**src/rtl/reg_scoreboard_if.sv**
```systemverilog
// reg_scoreboard_if -- issue/write-back bundle between the decoder, the
// write-back stage and the register-dependency scoreboard.
//
// Parameter:
//   CNT_W         width of each per-register pending counter
// Signals:
//   issueValid    decoder presents an instruction this cycle
//   issueSrc1     first source register number
//   issueSrc2     second source register number
//   issueUseSrc2  instruction reads issueSrc2
//   issueWbEn     instruction will write back issueDest
//   issueDest     destination register number
//   writeBackEn   write-back stage retires a write this cycle
//   destWB        register retired by the write-back
//   stall         combinational; instruction must not issue this cycle
//   inFlight      registered total of outstanding writes
//   wbErr         registered, sticky retire-with-nothing-pending flag
//
// Handshake: an instruction is accepted in any cycle where issueValid=1 and
// stall=0; while stall=1 the decoder holds every issue* signal unchanged.
// writeBackEn is a plain strobe with no back-pressure.
// Modports: master = decoder/write-back side, slave = scoreboard.

interface reg_scoreboard_if #(
    parameter int CNT_W = 2
);
    logic             issueValid;
    logic [3:0]       issueSrc1;
    logic [3:0]       issueSrc2;
    logic             issueUseSrc2;
    logic             issueWbEn;
    logic [3:0]       issueDest;
    logic             writeBackEn;
    logic [3:0]       destWB;
    logic             stall;
    logic [CNT_W+3:0] inFlight;
    logic             wbErr;

    modport master (
        output issueValid, issueSrc1, issueSrc2, issueUseSrc2,
               issueWbEn, issueDest, writeBackEn, destWB,
        input  stall, inFlight, wbErr
    );

    modport slave (
        input  issueValid, issueSrc1, issueSrc2, issueUseSrc2,
               issueWbEn, issueDest, writeBackEn, destWB,
        output stall, inFlight, wbErr
    );
endinterface

```
**src/rtl/reg_scoreboard.sv**
```systemverilog
// reg_scoreboard -- register-dependency scoreboard for R0..R15.
//
// Keeps a saturating-free pending-write counter per architectural register.
// An instruction stalls while any source it reads has writes outstanding, or
// while its destination counter is already at its maximum. Retires from the
// write-back stage decrement the counters; a retire to a register with
// nothing pending sets a sticky error flag instead.
//
// Ports:
//   clk   system clock, rising edge
//   rst   asynchronous, active-low reset
//   bus   reg_scoreboard_if.slave (issue inputs, write-back inputs,
//         stall / inFlight / wbErr outputs)
//
// Build option:
//   SCOREBOARD_BYPASS_EN  when defined, a source whose only pending write is
//                         retiring in this same cycle does not stall (the
//                         register file forwards the write data). Destination
//                         fullness never uses the bypass.

module reg_scoreboard #(
    parameter int CNT_W = 2
) (
    input  logic              clk,
    input  logic              rst,
    reg_scoreboard_if.slave   bus
);
    localparam int IF_W = CNT_W + 4;
    localparam logic [CNT_W-1:0] CNT_ZERO = '0;
    localparam logic [CNT_W-1:0] CNT_ONE  = CNT_W'(1);
    localparam logic [CNT_W-1:0] CNT_MAX  = '1;
    localparam logic [IF_W-1:0]  IF_ONE   = IF_W'(1);

    logic [CNT_W-1:0] pend [16];
    logic [IF_W-1:0]  in_flight_q;
    logic             wb_err_q;

    logic [CNT_W-1:0] src1_cnt;
    logic [CNT_W-1:0] src2_cnt;
    logic [CNT_W-1:0] dest_cnt;
    logic [CNT_W-1:0] wb_cnt;
    logic             src1_hit;
    logic             src2_hit;
    logic             dest_full;
    logic             stall_c;
    logic             issue_wr;
    logic             retire_ok;
    logic             retire_bad;
`ifdef SCOREBOARD_BYPASS_EN
    logic             src1_byp;
    logic             src2_byp;
`endif

    always_comb begin
        src1_cnt   = pend[bus.issueSrc1];
        src2_cnt   = pend[bus.issueSrc2];
        dest_cnt   = pend[bus.issueDest];
        wb_cnt     = pend[bus.destWB];

`ifdef SCOREBOARD_BYPASS_EN
        // Last outstanding write to this source retires now; the register
        // file forwards it, so the read can proceed this cycle.
        src1_byp   = (src1_cnt == CNT_ONE) && bus.writeBackEn &&
                     (bus.destWB == bus.issueSrc1);
        src2_byp   = (src2_cnt == CNT_ONE) && bus.writeBackEn &&
                     (bus.destWB == bus.issueSrc2);
        src1_hit   = (src1_cnt != CNT_ZERO) && !src1_byp;
        src2_hit   = bus.issueUseSrc2 && (src2_cnt != CNT_ZERO) && !src2_byp;
`else
        src1_hit   = (src1_cnt != CNT_ZERO);
        src2_hit   = bus.issueUseSrc2 && (src2_cnt != CNT_ZERO);
`endif
        // Full destination blocks issue so the counter can never wrap.
        dest_full  = bus.issueWbEn && (dest_cnt == CNT_MAX);

        stall_c    = bus.issueValid && (src1_hit || src2_hit || dest_full);
        issue_wr   = bus.issueValid && !stall_c && bus.issueWbEn;
        retire_ok  = bus.writeBackEn && (wb_cnt != CNT_ZERO);
        retire_bad = bus.writeBackEn && (wb_cnt == CNT_ZERO);
    end

    always_ff @(posedge clk or negedge rst) begin
        if (!rst) begin
            for (int i = 0; i < 16; i++) begin
                pend[i] <= CNT_ZERO;
            end
        end else begin
            for (int i = 0; i < 16; i++) begin
                // Increment and decrement of the same register cancel out.
                case ({issue_wr  && (bus.issueDest == 4'(i)),
                       retire_ok && (bus.destWB    == 4'(i))})
                    2'b10:   pend[i] <= pend[i] + CNT_ONE;
                    2'b01:   pend[i] <= pend[i] - CNT_ONE;
                    default: pend[i] <= pend[i];
                endcase
            end
        end
    end

    always_ff @(posedge clk or negedge rst) begin
        if (!rst) begin
            in_flight_q <= '0;
        end else begin
            case ({issue_wr, retire_ok})
                2'b10:   in_flight_q <= in_flight_q + IF_ONE;
                2'b01:   in_flight_q <= in_flight_q - IF_ONE;
                default: in_flight_q <= in_flight_q;
            endcase
        end
    end

    always_ff @(posedge clk or negedge rst) begin
        if (!rst) begin
            wb_err_q <= 1'b0;
        end else if (retire_bad) begin
            wb_err_q <= 1'b1;
        end
    end

    assign bus.stall    = stall_c;
    assign bus.inFlight = in_flight_q;
    assign bus.wbErr    = wb_err_q;

endmodule

```
**src/flat_wrapper.sv**
```systemverilog
// flat-port wrapper written by rule: the top's interface ports become plain ports
module reg_scoreboard_flat 
#(
    parameter int CNT_W = 2
)
  (clk, rst, bus_issueValid, bus_issueSrc1, bus_issueSrc2, bus_issueUseSrc2, bus_issueWbEn, bus_issueDest, bus_writeBackEn, bus_destWB, bus_stall, bus_inFlight, bus_wbErr);
  reg_scoreboard_if #(.CNT_W(CNT_W)) bus_i ();
  input  logic clk;
  input  logic rst;
  input wire logic [$bits(bus_i.issueValid)-1:0] bus_issueValid;
  input wire logic [$bits(bus_i.issueSrc1)-1:0] bus_issueSrc1;
  input wire logic [$bits(bus_i.issueSrc2)-1:0] bus_issueSrc2;
  input wire logic [$bits(bus_i.issueUseSrc2)-1:0] bus_issueUseSrc2;
  input wire logic [$bits(bus_i.issueWbEn)-1:0] bus_issueWbEn;
  input wire logic [$bits(bus_i.issueDest)-1:0] bus_issueDest;
  input wire logic [$bits(bus_i.writeBackEn)-1:0] bus_writeBackEn;
  input wire logic [$bits(bus_i.destWB)-1:0] bus_destWB;
  output wire logic [$bits(bus_i.stall)-1:0] bus_stall;
  output wire logic [$bits(bus_i.inFlight)-1:0] bus_inFlight;
  output wire logic [$bits(bus_i.wbErr)-1:0] bus_wbErr;
  assign bus_i.issueValid = bus_issueValid;
  assign bus_i.issueSrc1 = bus_issueSrc1;
  assign bus_i.issueSrc2 = bus_issueSrc2;
  assign bus_i.issueUseSrc2 = bus_issueUseSrc2;
  assign bus_i.issueWbEn = bus_issueWbEn;
  assign bus_i.issueDest = bus_issueDest;
  assign bus_i.writeBackEn = bus_writeBackEn;
  assign bus_i.destWB = bus_destWB;
  assign bus_stall = bus_i.stall;
  assign bus_inFlight = bus_i.inFlight;
  assign bus_wbErr = bus_i.wbErr;
  reg_scoreboard #(.CNT_W(CNT_W)) u_core (.clk(clk), .rst(rst), .bus(bus_i));
endmodule
```
**config.mk**
```make
export PLATFORM = sky130hd
export DESIGN_NAME = reg_scoreboard_flat
export DESIGN_NICKNAME = d
export VERILOG_FILES = /design/src/rtl/reg_scoreboard_if.sv /design/src/rtl/reg_scoreboard.sv /design/src/flat_wrapper.sv
export SDC_FILE = /design/constraint.sdc
export NUM_CORES = 1
export LEC_CHECK = 0
export ABC_AREA = 1
export BUFFER_PORTS_ARGS = -buffer_cell sky130_fd_sc_hd__buf_2
export CAP_MARGIN = 20
export CORE_MARGIN = 10
export CORE_UTILIZATION = 56
export DETAILED_ROUTE_END_ITERATION = 7
export PLACE_DENSITY = 0.76
export SLEW_MARGIN = 20
export SYNTH_ARGS = -nofsm -noshare
export SYNTH_HDL_FRONTEND = slang
export SYNTH_SLANG_ARGS = --single-unit
```
**constraint.sdc**
```tcl
create_clock -name clk -period 3.3 [get_ports clk]
set_input_delay 0.495 -clock clk [delete_from_list [all_inputs] [get_ports clk]]
set_output_delay 0.495 -clock clk [all_outputs]
set_load 0.01 [all_outputs]
```
==> summary.txt, run 1 <==
Layout
  • Fin util: 0.6414
  • Antenna cells: 0
  • Fin area: 3553 um2
  • Most frequent cells in the layout: nand2_1, nor2_1, inv_1, dfrtp_1
  • Commonest non-fill, non-tap cell in the layout: nand2_1
  • Share of layout cells above drive strength 1: 0.1316
  • Fin nets: roughly 540
  • Filler cell count: 529
  • Area grow syn2layout: 10.08%

Floorplanning
  • Initial Util: 0.5827
  • Rows: 27
  • Die X: 95.93 um
  • Io pins: 30
  • Die Ht: 95.93 um
  • Core Region: between 5000 and 6000 um2
  • Die Footprint: 9202 um2

Power
  • Switching power: 1025 uW
  • Leak Pwr: between 0.0015 and 0.002 uW
  • Final Power: 2281 uW
  • Sequential share of power: 0.421
  • PwrDens: 641.9 nW/um2
  • Switching share of power: 0.4495
  • Clock share of power: 0.160
  • Cell Int Power: roughly 1300 uW
  • Comb pwr share: 0.419
  • Peak VDD IR: 0.0004296 V

GRT
  • First-pass GRT wire length: between 10000 and 15000 um
  • GR Layer Usage met2: 0.3188
  • Grt met3 use: 0.03580
  • Grt ovf: 0
  • Largest net degree at the start of global routing: 40
  • Top Usage Layer GRT: met2
  • Initial antenna violation count: 0
  • M1 GR Usage: 0.2579
  • Vias in the first global route: 2941
  • Total GRT Usage: 0.1975

Placed design
  • IO buf count: 29
  • Cell Area, Placed: 3425 um2
  • RD Place Congestion: 1.010
  • Post-DP HPWL: 6959 um

Critical path
  • Endpoint type of the worst setup path: flip-flop
  • Req. time, crit path: about 3500 ps
  • Worst Setup Start Kind: flip-flop
  • Max FO, Critical Path: 6
  • WP data arrival: 3220 ps
  • Setup CP Type: flip-flop to flip-flop

STA
  • Setup Skew: between 8 and 9 ps
  • Final Hold Viols: 0
  • Slew headroom: 0.4100
  • Max Freq: 0.3363 GHz
  • Slew at the pin closest to its max-slew limit: 885.0 ps
  • Fin. max-slew vios: 0
  • RSZ-0062 raised after global routing: no
  • Fin Hold WS: 309.1 ps
  • Tmin final: 2973 ps
  • Setup total negative slack: 0 ps
  • # setup viols final: 0
  • Tcrit/Tclk final: 0.9010

Synth
  • Primary FF master, synth: dfrtp_1
  • Synthesized flop and latch total: 39
  • Synth warn: 0
  • Post-synth EDFFs: 0
  • Mapped Cells: 462
  • Syn_nets: slightly above 500
  • Post-synth top area share: 0.3023
  • Mean Syn Cell Area: between 6 and 7 um2
  • Area contributors post-synth: dfrtp_1, nand2_1, ha_1
  • Synth async-reset ratio: 1.000
  • Largest area contributor in the netlist: dfrtp_1
  • Seq/Total Area, Yosys: 0.3023
  • Netlist cell types: 30
  • Cell area after synthesis: 3228 um2

Drt
  • Routed Antenna Nets: 0
  • Initial DRT Pass Iterations: 4
  • Number of DRC markers in iteration 0: between 200 and 250
  • Routed vias/inst: around 5.5
  • Post-Route WL: 8608 um
  • WL per Instance: 15.21 um
  • Vias: 3130
  • Residual DRC: 0

Clocking
  • CTS H-Tree Depth: 2
  • CTS Buf Count: 5
  • CTS tree: built
  • Worst skew pair latency: 300 ps
  • Root buffer cell: clkbuf_8
  • Longest Clk Path Bufs: 2
  • Count of hold-fix buffers inserted at cts: 0
  • Clock tree sinks: 39
  • Clk slew on worst S/H paths: 80 ps

Hold path
  • Worst hold path class: input pin to async pin

Status
  • Status: complete, no violations

Job
  • Max-Cap Viols: 0
==> cell type report <==
class	instances	area [um2]	share of cell area
clock inverter	1	7.507	0.002113
clock buffer	7	96.34	0.02711
multi-input combinational	364	2003	0.5637
timing repair buffer	33	187.7	0.05282
sequential	39	975.9	0.2746
inverter	50	192.7	0.05423
tap	72	90.09	0.02535
==> cells in the mapped netlist (2+ instances only) <==
library cell,instances
nand4_1,4
o22ai_1,7
dfrtp_1,39
nor2_1,57
ha_1,21
nand2_1,129
xor2_1,9
o21ai_1,2
nor2_2,2
a21oi_1,18
inv_1,48
xnor2_1,26
o21ai_0,36
nor2_4,2
buf_2,2
nand3_1,35
buf_6,4
nand3_2,9
==> repair_timing <==
action | 4_1_cts | 5_1_grt
buffers inserted | 0 | 0
setup endpoints to repair | 0 | 2
resized for setup | 0 | 10
==> worst max-delay path, stage by stage, from the launching register on <==
cell	delay, ps
dfrtp_1	440
nor2_2	240
inv_1	70
o21ai_0	150
nand2_1	70
nand3_1	70
nand3b_1	70
nand2_1	110
nand2_1	130
nor2_4	110
nand2_1	70
ha_1	280
ha_1	350
nand3_1	100
nand3_1	80
nand2_1	90
nand2_1	50
a21oi_1	160
xor2_1	160
nand2_1	70
nand2_1	50
==> power groups by stage <==
stage | Combinational, uW | Clock, uW | Sequential [uW]
global route | 1080 | 392 | 991
detailed placement | 940 | 0 | 946
finish | 957 | 365 | 960
floorplan | 669 | 0 | 884
CTS | 946 | 372 | 938
global placement | 911 | 0 | 935
==> layer usage <==
layer,share of wire,vias to the layer above
met5,0,-
met4,0.025,0
met3,0.084,21
met2,0.46,118
met1,0.43,1447
li1,-,1544
==> state kept, by name (all words and copies together), names as in the netlist <==
register             flops
u_core.pend             32
u_core.bus.inFlight      6
u_core.bus.wbErr         1
==> per-stage QoR <==
| step | cells | worst slack [ps] |
|---|---|---|
| floorplan | 462 | 335.1 |
| global placement | 558 | 251.6 |
| detailed placement | 558 | 137.8 |
| CTS | 566 | 159.0 |
| global route | 566 | 8.646 |
| finish | 566 | 326.8 |
==> cell families (layout without fill, tap and decap cells) <==
family	Yosys count	in the layout	share of synthesized area
AO/OA/AOI/OAI	66	66	0.1070
XOR/XNOR	35	35	0.09496
adder cells (fa/ha/maj)	22	22	0.08760
buffers and inverters	59	91	0.08488
flip-flops	39	39	0.3023
AND/OR/NAND/NOR	241	241	0.3233
==> final timing paths <==
| path | from | end | slack, ps | cells after the start |
|---|---|---|---|---|
| min | rst | u_core.bus.inFlight[2] | 310 | 1 |
| max | u_core.pend[26] | u_core.bus.inFlight[5] | 330 | 20 |
| max reg2reg | u_core.pend[26] | u_core.bus.inFlight[5] | 330 | 20 |
| max in group asynchronous | rst | u_core.pend[24] | 2420 | 1 |
| min in group clk | bus_writeBackEn | u_core.bus.wbErr | 420 | 2 |
| min reg2reg | u_core.bus.wbErr | u_core.bus.wbErr | 470 | 1 |
(Power assumes the default switching activity.)
==> inputs of run 2 (changes only) <==
CORE_MARGIN = 1.5   (was 10)
==> run 2 against run 1 <==
Against the previous run: via count down 1.6%; global-route usage up 9.3 points; count of clock-buffer cells in the layout unchanged; final cell count did not move; critical endpoint unchanged; combinational power decreased by 1%.
==> summary.txt, run 2 (synthesis results as in run 1) <==
Status
  • Status: complete, no violations

Job
  • Max-Cap Viols: 0 (unchanged)

Layout
  • Commonest non-fill, non-tap cell in the layout: nand2_1
  • Max FFs per register: 32 (unchanged)
  • Most frequent cells in the layout: nand2_1, nor2_1, inv_1, dfrtp_1, o21ai_0
  • Filler cell count: 526 (-0.57%)
  • Fin nets: 537 (unchanged)
  • Share of layout cells above drive strength 1: 0.1235 (-0.008097)
  • Area grow syn2layout: 8.682%
  • Largest reg by FF count: u_core.pend
  • Antenna cells: 0 (unchanged)

STA
  • Slew at the pin closest to its max-slew limit: 885.1 ps (+0.1313 ps)
  • Setup total negative slack: 0 ps (unchanged)
  • Tmin final: 3064 ps (+90.32 ps)
  • RSZ-0062 raised after global routing: no
  • Tcrit/Tclk final: 0.9283 (+0.02737)
  • Final Hold Viols: 0 (unchanged)
  • Slew headroom: 0.4099 (about the same)
  • Setup Skew: 5.569 ps (-3.339 ps)
  • Max Freq: 0.3264 GHz (-2.9%)
  • # setup viols final: 0 (unchanged)
  • Fin. max-slew vios: 0 (unchanged)

Critical path
  • Delay of the slowest critical-path stage: 450 ps (about the same)
  • Delay-heaviest family, CP: simple AND/OR/NAND/NOR gates
  • WP data arrival: 3300 ps (+80 ps)
  • Slowest-stage cell, CP: dfrtp_1
  • Crit path buffers/inverters: 0 (-1)
  • Worst Reg2Reg Path Length in Cells: 20 (unchanged)
  • Setup CP Type: flip-flop to flip-flop
  • CP cell instances: nor2_1 > nand2_1 > o21ai_0 > nand2_1 > nand3_1 > nand3b_1 > nand2_1 > nand2_1 > nor2_4 > nand2_1 > ha_1 > ha_1 > nand3_1 > nand3_1 > nand2_1 > nand2_1 > a21oi_1 > xor2_1 > nand2_1 > nand2_1
  • Critical path's most frequent cell: nand2_1
  • Max FO, Critical Path: 6 (unchanged)
  • Critical Path Start: u_core.pend[20]
  • Endpoint type of the worst setup path: flip-flop
  • Req. time, crit path: 3540 ps (about the same)
  • WP depth: 20 (unchanged)
  • Worst Setup Start Kind: flip-flop
  • Worst R2R Start: u_core.pend[20]

Clocking
  • Setup Fix Bufs, Post-CTS: 0 (unchanged)
  • CTS H-Tree Depth: 2 (unchanged)
  • Clock tree sinks: 39 (unchanged)
  • CTS tree: built
  • Post-CTS resize count: 0 (unchanged)
  • Longest Clk Path Bufs: 2 (unchanged)
  • Count of hold-fix buffers inserted at cts: 0 (unchanged)
  • Clk slew on worst S/H paths: 80 ps (about the same)
  • Worst skew pair latency: 300 ps (about the same)
  • Root buffer cell: clkbuf_8
  • CTS Buf Count: 5 (unchanged)

Drt
  • Initial DRT Pass Iterations: 5 (+1)
  • Routed vias/inst: 5.440 (-1.6%)
  • DR WL met2: 3824 um (-2.9%)
  • Routed wl met3: 552 um (-23%)
  • Top layer used by detailed routing: met4
  • Vias: 3079 (-1.6%)
  • Post-Route WL: 8218 um (-4.5%)
  • Residual DRC: 0 (unchanged)
  • Routed Antenna Nets: 0 (unchanged)
  • Metal1 wirelength: 3683 um (-1.3%)
  • WL per Instance: 14.52 um (-4.5%)
  • Number of DRC markers in iteration 0: 256 (+12%)

Floorplanning
  • Die Ht: 78.93 um (-18%)
  • Io pins: 30 (unchanged)
  • Initial Util: 0.5827 (unchanged)
  • Die Footprint: 6229 um2 (-32%)
  • Core Region: 5540 um2 (unchanged)
  • Die X: 78.93 um (-18%)
  • Rows: 27 (unchanged)

GRT
  • Largest net degree at the start of global routing: 40 (unchanged)
  • Total GRT Usage: 0.2904 (+0.09285)
  • Initial antenna violation count: 0 (unchanged)
  • Vias in the first global route: 2888 (-1.8%)
  • Grt ovf: 0 (unchanged)
  • First-pass GRT wire length: 13880 um (-2.8%)

Power
  • Switching share of power: 0.4535 (+0.004022)
  • Clock share of power: 0.143 (-0.017)
  • Peak VDD IR: 0.0004161 V (-3.1%)
  • Comb pwr share: 0.427 (+0.008)
  • Final Power: 2209 uW (-3.1%)
  • Cell Int Power: 1207 uW (-3.9%)
  • PwrDens: 629.7 nW/um2 (-1.9%)
  • Sequential share of power: 0.430 (+0.009)
  • Switching power: 1002 uW (-2.3%)
  • Leak Pwr: 0.001717 uW (-0.77%)

Placed design
  • Post-DP HPWL: 6390 um (-8.2%)
  • IO buf count: 29 (unchanged)
  • RD Place Congestion: 0.9937 (-1.6%)

Hold path
  • Worst hold path class: input pin to async pin
run 2: cell type report:
| type | instances | area (um2) | area share |
|---|---|---|---|
| clock buffers | 7 | 76.32 | 0.02175 |
| well taps | 72 | 90.09 | 0.02568 |
| repair buffers | 33 | 175.2 | 0.04993 |
| inverters | 50 | 192.7 | 0.05492 |
| clock inverters | 1 | 5.005 | 0.001427 |
| multi-input cells | 364 | 1993 | 0.5681 |
| flip-flops and latches | 39 | 975.9 | 0.2782 |
run 2: path summary, 6_finish.rpt:
kind | slack (ps) | end
min reg2reg | 460 | u_core.bus.wbErr
max in group asynchronous | 2420 | u_core.pend[26]
max | 240 | u_core.bus.inFlight[5]
max reg2reg | 240 | u_core.bus.inFlight[5]
min in group clk | 410 | u_core.bus.wbErr
min | 310 | u_core.bus.inFlight[2]
run 2: power groups by stage:
| stage | registers, uW | clock network, uW | logic [uW] |
|---|---|---|---|
| after detailed placement | 944 | 0 | 922 |
| after floorplan | 884 | 0 | 669 |
| final | 950 | 315 | 944 |
| after global routing | 983 | 341 | 1060 |
| after global placement | 935 | 0 | 913 |
| after CTS | 937 | 325 | 932 |
run 2: through the flow:
stage / cell area [um2] / worst slack, ps / hold slack, ps / instances / util
after floorplan: 3228 / 335.1 / 199.4 / 462 / -
after global placement: 3412 / 223.0 / 432.0 / 558 / 0.6159
after detailed placement: 3412 / 90.42 / 443.7 / 558 / 0.6159
after CTS: 3493 / 207.6 / 347.0 / 566 / 0.6305
after global routing: 3508 / 20.72 / 394.1 / 566 / 0.6332
final: 3508 / 236.5 / 314.7 / 566 / 0.6332
run 2: metal layers:
layer / GRT usage / up-vias
met5: 0 / -
met4: 0.08421 / 0
met3: 0.03563 / 17
met2: 0.4931 / 122
met1: 0.3895 / 1395
li1: - / 1545
